`src/rtl/uart_rx.sv`:
```
// Oversampling UART receiver: start bit, 8 data bits LSB first, optional parity, one stop bit.
// Each bit is decided by a 3-sample majority vote around the middle of the bit period.
module uart_rx #(
    parameter int Data_Width  = 8,
    parameter int Presc_Width = 6
) (
    input  logic                   CLK,
    input  logic                   RST,
    input  logic                   RX_IN,
    input  logic                   PAR_EN,
    input  logic                   PAR_TYP,
    input  logic [Presc_Width-1:0] Prescale,
    output logic [Data_Width-1:0]  P_DATA,
    output logic                   Data_Valid,
    output logic                   Par_Err,
    output logic                   Stp_Err
);

    localparam int Bit_Width = (Data_Width > 1) ? $clog2(Data_Width) : 1;
    localparam logic [Bit_Width-1:0] Last_Bit = Bit_Width'(Data_Width - 1);

    typedef enum logic [2:0] {
        IDLE,
        START,
        DATA,
        PARITY,
        STOP
    } state_t;

    state_t                 state;
    state_t                 next_state;
    logic                   rx_meta;
    logic                   rx_s;
    logic [Presc_Width-1:0] presc;
    logic [Presc_Width-1:0] half;
    logic [Presc_Width-1:0] edge_cnt;
    logic [Bit_Width-1:0]   bit_cnt;
    logic                   par_en;
    logic                   par_typ;
    logic [2:0]             samples;
    logic [Data_Width-1:0]  data;
    logic                   at_last;
    logic                   at_decide;
    logic                   majority;

    assign half      = presc >> 1;
    assign at_last   = (edge_cnt == presc - Presc_Width'(1));
    assign at_decide = (edge_cnt == half + Presc_Width'(2));
    assign majority  = (samples[0] & samples[1]) | (samples[0] & samples[2]) |
                       (samples[1] & samples[2]);

    // Line idles high, so the synchroniser comes out of reset as a 1.
    always_ff @(posedge CLK or negedge RST) begin
        if (!RST) begin
            rx_meta <= 1'b1;
            rx_s    <= 1'b1;
        end else begin
            rx_meta <= RX_IN;
            rx_s    <= rx_meta;
        end
    end

    always_ff @(posedge CLK or negedge RST) begin
        if (!RST) state <= IDLE;
        else      state <= next_state;
    end

    always_comb begin
        next_state = state;
        case (state)
            IDLE:    if (!rx_s) next_state = START;
            START: begin
                if (at_decide && majority) next_state = IDLE;
                else if (at_last)          next_state = DATA;
            end
            DATA:    if (at_last && bit_cnt == Last_Bit) next_state = par_en ? PARITY : STOP;
            PARITY:  if (at_last) next_state = STOP;
            STOP:    if (at_decide) next_state = IDLE;
            default: next_state = IDLE;
        endcase
    end

    // Returning to IDLE at the stop-bit decision leaves about half a bit of
    // slack to catch a start bit that follows immediately.
    always_ff @(posedge CLK or negedge RST) begin
        if (!RST) begin
            edge_cnt   <= '0;
            bit_cnt    <= '0;
            presc      <= '0;
            par_en     <= 1'b0;
            par_typ    <= 1'b0;
            samples    <= '0;
            data       <= '0;
            P_DATA     <= '0;
            Data_Valid <= 1'b0;
            Par_Err    <= 1'b0;
            Stp_Err    <= 1'b0;
        end else begin
            Data_Valid <= 1'b0;

            if (state == IDLE || next_state == IDLE || at_last) edge_cnt <= '0;
            else                                                edge_cnt <= edge_cnt + Presc_Width'(1);

            if (state != IDLE) begin
                if (edge_cnt == half - Presc_Width'(1)) samples[0] <= rx_s;
                if (edge_cnt == half)                   samples[1] <= rx_s;
                if (edge_cnt == half + Presc_Width'(1)) samples[2] <= rx_s;
            end

            if (state == IDLE) begin
                bit_cnt <= '0;
                if (!rx_s) begin
                    presc   <= Prescale;
                    par_en  <= PAR_EN;
                    par_typ <= PAR_TYP;
                    Par_Err <= 1'b0;
                    Stp_Err <= 1'b0;
                end
            end

            if (state == DATA) begin
                if (at_decide) data[bit_cnt] <= majority;
                if (at_last)   bit_cnt <= (bit_cnt == Last_Bit) ? '0 : bit_cnt + Bit_Width'(1);
            end

            if (state == PARITY && at_decide && (majority != (^data ^ par_typ)))
                Par_Err <= 1'b1;

            if (state == STOP && at_decide) begin
                if (!majority) begin
                    Stp_Err <= 1'b1;
                end else if (!Par_Err) begin
                    P_DATA     <= data;
                    Data_Valid <= 1'b1;
                end
            end
        end
    end

endmodule
```
`config.mk`:
```
export PLATFORM = sky130hd
export DESIGN_NAME = uart_rx
export DESIGN_NICKNAME = d
export VERILOG_FILES = /design/src/rtl/uart_rx.sv
export SDC_FILE = /design/constraint.sdc
export NUM_CORES = 1
export LEC_CHECK = 0
export ABC_AREA = 1
export BUFFER_PORTS_ARGS = -buffer_cell sky130_fd_sc_hd__buf_2
export CAP_MARGIN = 25
export CORE_MARGIN = 2
export CORE_UTILIZATION = 35
export CTS_BUF_LIST = sky130_fd_sc_hd__clkbuf_8
export DETAILED_ROUTE_END_ITERATION = 6
export GPL_ROUTABILITY_DRIVEN = 0
export SETUP_SLACK_MARGIN = 0.5
export SLEW_MARGIN = 15
export SYNTH_ARGS = -nofsm -noshare
export SYNTH_HDL_FRONTEND = slang
export SYNTH_SLANG_ARGS = --single-unit
export TNS_END_PERCENT = 20
```
`constraint.sdc`:
```
create_clock -name CLK -period 4.6 [get_ports CLK]
set_clock_uncertainty 0.15 [all_clocks]
set_input_delay 0.92 -clock CLK [delete_from_list [all_inputs] [get_ports CLK]]
set_output_delay 0.92 -clock CLK [all_outputs]
set_load 0.02 [all_outputs]
```
Word-level counts from Yosys, hierarchy flattened
Index checks and enable logic that the tools add are counted.
{"block": "classes", "addsub": 6, "multipliers": 0, "div": 0, "magnitude_cmp": 2, "n_eq_ne": 12, "shift": 0, "muxes": 26, "bitwise": 8, "reduce_logical": 20}
{"op": "two-way mux 3 bit", "count": 11}
{"op": "equality test 6 bit", "count": 4}
{"op": "case mux 3 bit (5 select lines)", "count": 1}
{"op": "AND reduction 2 bit", "count": 6}
{"op": "two-way mux 1 bit", "count": 11}
{"op": "bitwise mux 8 bit", "count": 1}
{"op": "parity 8 bit", "count": 1}
{"op": "adder 5 x 1 -> 6 bit, second input constant", "count": 1}
{"op": "adder 5 x 2 -> 6 bit, second input constant", "count": 1}
{"op": "adder 6 x 1 -> 6 bit, second input constant", "count": 1}
{"op": "equality test 3 x 2 -> 1 bit, second input constant", "count": 2}
{"op": "equality test 3 bit, second input constant", "count": 2}
{"op": "equality test 6 x 5 -> 1 bit", "count": 1}
{"op": "logical AND 1 bit", "count": 6}
{"op": "logical NOT 3 bit", "count": 2}
{"op": "two-way mux 6 bit", "count": 1}
{"op": "subtractor 5 x 1 -> 6 bit, second input constant", "count": 1}
{"op": "subtractor 6 x 1 -> 6 bit, second input constant", "count": 1}
{"op": "< comparator 3 x 4 -> 1 bit, second input constant", "count": 1}
{"op": "adder 3 x 1 -> 3 bit, second input constant", "count": 1}
{"op": "bitwise AND 1 bit", "count": 3}
{"op": "demux 1 bit (select 3 bit)", "count": 1}
{"op": "equality test 3 x 1 -> 1 bit, second input constant", "count": 1}
{"op": ">= comparator 3 x 1 -> 1 bit, second input constant", "count": 1}
{"op": "other kinds (9)", "count": 12}
{"block": "word_totals", "ff_bits": 44, "latchBits": 0, "ram_bits": 0, "romBits": 0, "inputBits": 11, "output_inout_bits": 11, "elab_cells": 90, "n_memories": 0}

Depth between registers and ports, before layout
{"block": "logic_depth", "word_depth": 10, "depth_mapped": 17}

Worst setup path after synthesis
No wires, ideal clock.
{"block": "synth_timing", "path_type": "reg2reg", "from": "register presc[2]", "to": "register edge_cnt[0]", "setup_ns": 0.121, "t_arrival_ns": 1.834, "setup_slack_ns": 2.495, "path_stages_with_launch": 17, "n_path_buf": 0, "period_less_slack_ns": 2.105, "cell_sequence": "dfrtp_1 inv_2 ha_1 inv_1 nand2_1 nand2_1 nand3_1 nor2_4 nand3_2 nand2_1 nor2_2 nor2_4 nand2_2 nor2_2 nand2_2 nand2_4 nor2_2"}
{"block": "synth_via", "elab_chain_len": 9}
{"item": "start: declaration", "line_no": "34", "source": "logic [Presc_Width-1:0] presc;"}
{"item": "start signal: assignment", "line_no": "113", "source": "presc <= Prescale;"}
{"item": "subtractor 6 x 1 -> 6 bit or adder 5 x 2 -> 6 bit (tied branches)", "line_no": "47, 48"}
{"item": "equality test 6 bit (on tied branches)", "line_no": "47, 48"}
{"item": "two-way mux 3 bit (tied with other cells)", "line_no": "74", "source": "else if (at_last) next_state = DATA;"}
{"item": "two-way mux 3 bit (on tied branches)", "line_no": "73, 76"}
{"item": "case mux 3 bit (5 select lines) *", "line_no": "70", "source": "case (state)"}
{"item": "via next_state[1]", "line_no": "31", "source": "state_t next_state;"}
{"item": "logical NOT 3 bit *", "line_no": "101", "source": "if (state == IDLE || next_state == IDLE || at_last) edge_cnt <= '0;"}
{"item": "logical OR 1 bit * (2 in series)", "line_no": "101"}
{"item": "two-way mux 6 bit *", "line_no": "101"}
{"item": "end signal: assignment", "line_no": "102", "source": "else edge_cnt <= edge_cnt + Presc_Width'(1);"}
{"item": "end: declaration", "line_no": "36", "source": "logic [Presc_Width-1:0] edge_cnt;"}
The timed path passes the listed nets; every way through them passes the cells marked *.
A chain may end at the register's enable or synchronous reset.

Worst setup path in the final report
{"block": "layout_timing", "from": "register presc[1]", "to": "register edge_cnt[0]"}
Same word-level chain as after synthesis.

==> flow_metrics.env <==
export IMPL_outcome="finished, final reports clean"
export IMPL_grt_usage_pct=14.7
export IMPL_synthDistinctLibCells=35
export IMPL_syn_nets=370
export IMPL_hold_buffers=0
export IMPL_min_from="rx_meta$_DFF_PN1_"
export IMPL_core_area_sq_um=7610
export IMPL_synth_seq_cells=44
export IMPL_detailed_place_hpwl_mm=4.30
export IMPL_fmax_mhz=405
export IMPL_drtIter0Drc=152
export IMPL_cp_required_ns=4.64
export IMPL_cp_startpoint="presc[1]$_DFFE_PN0P_"
export IMPL_postCtsSetupRepairBufs=0
export IMPL_grt_pass1_wl_mm=9.99
export IMPL_netlist_instances=349
export IMPL_cts_htree_levels=2
export IMPL_r2r_start="presc[1]$_DFFE_PN0P_"
export IMPL_num_rows=32
export IMPL_synth_seq_area_share_pct=40.7
export IMPL_die_h_microns=92.0
export IMPL_multi_input_area_sq_um=1410
export IMPL_hold_violations=0
export IMPL_area_delta_synth_final_pct=12.8
export IMPL_wl_per_cell_microns=11.8
export IMPL_rsz0062_at_grt="no"
export IMPL_yosys_warnings=0
export IMPL_fill_cells=791
export IMPL_grt_ovfl_total=0
export IMPL_die_width_microns=92.0
export IMPL_drc=0
export IMPL_fin_crit_ns=2.47
export IMPL_io_pins=22
export IMPL_drt_pass1_iter_count=4
export IMPL_holdWs_ns=0.215
export IMPL_n_antenna_cell=0
export IMPL_power_density_nw_per_um2=552
export IMPL_drv_cap=0
export IMPL_post_place_ws_ns=2.17
export IMPL_setup_slack_ns=2.13
export IMPL_place_area_sq_um=2920
export IMPL_arrival_ns=2.51
export IMPL_dieArea_sq_um=8470
export IMPL_grt_max_degree=45
export IMPL_final_antenna_net_count=0
export IMPL_cts_tree="done"
export IMPL_finalSetupTns_ns=0
export IMPL_slew_headroom_pct=57.6
export IMPL_criticalPathCategory="register to register"
export IMPL_hold_class="register to register"
export IMPL_ff_latch_area_sq_um=1100
export IMPL_drive_gt1_share_pct=20.3
export IMPL_setup_viol=0
export IMPL_wl_mm=5.64
export IMPL_cts_made_buffers=5
export IMPL_peakVddDrop_mv=0.222
export IMPL_netlist_area_sq_um=2710
export IMPL_grt_pass1_vias=2127
export IMPL_clk_pin_slew_worst_paths_ns=0.09
export IMPL_via_count=2231
export IMPL_finalPower_mw=1.69
export IMPL_leakagePower_nw=1.50
export IMPL_nNetsFinal=394
export IMPL_r2r_slack_ns=2.13
export IMPL_syn_avg_cell_area_sq_um=7.77
export IMPL_clkSinkCount=44
export IMPL_vias_per_cell=4.69
export IMPL_clock_path_buffers=2
export IMPL_tightest_slew_ns=0.636
export IMPL_fin_crit_sh_pct=53.7
export IMPL_critical_path_max_fanout=8
export IMPL_antenna_found_initial=0
export IMPL_root_buffer="clkbuf_8"
export IMPL_final_max_slew_viol_count=0
export IMPL_start_util_pct=35.7
export IMPL_postCtsResizedCells=0
export IMPL_end_kind="register"
export IMPL_worstSetupStartpointType="register"
export IMPL_port_buffers=21
export IMPL_clock_latency_ns=0.30
export IMPL_final_cell_area_sq_um=3060
layer usage:
metal	part of all wire, %	track usage [%]	routed length (microns)
met1	50	20.1	2800
met2	44	23.3	2500
met3	3.8	2.88	213
met4	2.3	4.85	127
met5	0	0	0
cells in the final DEF (no fill, tap or decap), drive strengths merged, types with 2 or more instances in the layout:
cell	count
nor4	2
a21oi	4
nand4	3
clkinv	2
clkbuf	5
dfstp	2
dfrtp	42
xnor2	12
nand2	114
nand3	31
nand3b	3
nor2	29
inv	45
buf	22
o21ai	28
xor2	6
nor3	6
ha	10
cell usage after synthesis:
cell / n / area, sq um
clkbuf_1: 1 / 3.75
o21ai_0: 16 / 80.1
nand4_1: 3 / 18.8
buf_6: 1 / 11.3
o211ai_1: 1 / 7.51
xor2_1: 6 / 52.6
o21ai_1: 12 / 60.1
nand2_2: 12 / 75.1
o31ai_1: 1 / 7.51
a21o_1: 1 / 7.51
nor3_1: 5 / 25.0
nand2_4: 1 / 11.3
nor3_4: 1 / 16.3
nor4_4: 1 / 21.3
dfstp_2: 2 / 52.6
inv_2: 10 / 37.5
xnor2_1: 12 / 105
nand3b_1: 3 / 22.5
o22ai_1: 1 / 6.26
a31oi_1: 1 / 6.26
nand2_1: 101 / 379
inv_1: 34 / 128
a211oi_1: 1 / 7.51
inv_4: 1 / 6.26
nor2_4: 4 / 45.0
nor2_1: 15 / 56.3
ha_1: 10 / 125
nand3_2: 4 / 40.0
o21a_1: 1 / 7.51
buf_2: 3 / 15.0
nand3_1: 27 / 135
a21oi_1: 4 / 20.0
dfrtp_1: 42 / 1050
nor2_2: 10 / 62.6
nor4_1: 1 / 6.26
area by class of cell:
class                      count  share of cell area (%)
sequential                    44                    36.1
inverter                      45                    5.60
multi-input combinational    255                    46.0
timing repair buffer          22                    4.34
clock buffer                   5                    2.25
tap                          102                    4.17
clock inverter                 3                    1.55
sequential cells by signal, indices dropped and copies added (netlist names):
name,flops
Data_Valid,1
P_DATA,8
Par_Err,1
Stp_Err,1
bit_cnt,3
data,8
edge_cnt,6
par_en,1
par_typ,1
presc,6
rx_meta,1
rx_s,1
samples,3
state,3
through the flow:
step	utilization [%]	cells
floorplan	-	349
global placement	38.3	467
detailed placement	38.3	467
CTS	39.9	475
global route	40.2	476
finish	40.2	476
final timing paths:
kind,end,cells past startpoint
worst max-delay path,edge_cnt[0]$_DFF_PN0_,15
max in group asynchronous,Stp_Err$_DFF_PN0_,2
min in group asynchronous,presc[2]$_DFFE_PN0P_,1
worst min register to register,rx_s$_DFF_PN1_,0
worst max register to register,edge_cnt[0]$_DFF_PN0_,15
worst min-delay path,rx_s$_DFF_PN1_,0
power by group:
part	leakage [nW]	switching, mW	internal, mW
Combinational	0.861	0.534	0.293
Clock	0.0583	0.139	0.164
Sequential	0.584	0.102	0.456
Total	1.50	0.775	0.913
critical path, cell delays in order (launching register included):
cell	delay [ns]
dfrtp_1	0.42
inv_1	0.23
ha_1	0.28
inv_1	0.09
a21oi_1	0.16
nand2_1	0.10
a21oi_1	0.19
nand3_2	0.14
nand2_2	0.10
nand2_1	0.06
nor2_2	0.11
nand2_2	0.07
inv_2	0.05
nand2_2	0.06
nand2_4	0.11
nor2_2	0.04
cell families (layout without fill, tap and decap cells):
family                   count (synthesis)  count (layout)  share of synthesized area [%]
AND/OR/NAND/NOR                        188             188                           33.7
buffers and inverters                   50              75                           7.43
flip-flops                              44              44                           40.7
AO/OA/AOI/OAI                           39              39                           7.75
XOR/XNOR                                18              18                           5.81
adder cells (fa/ha/maj)                 10              10                           4.61
Note: power is estimated with default switching activity, not from simulation.
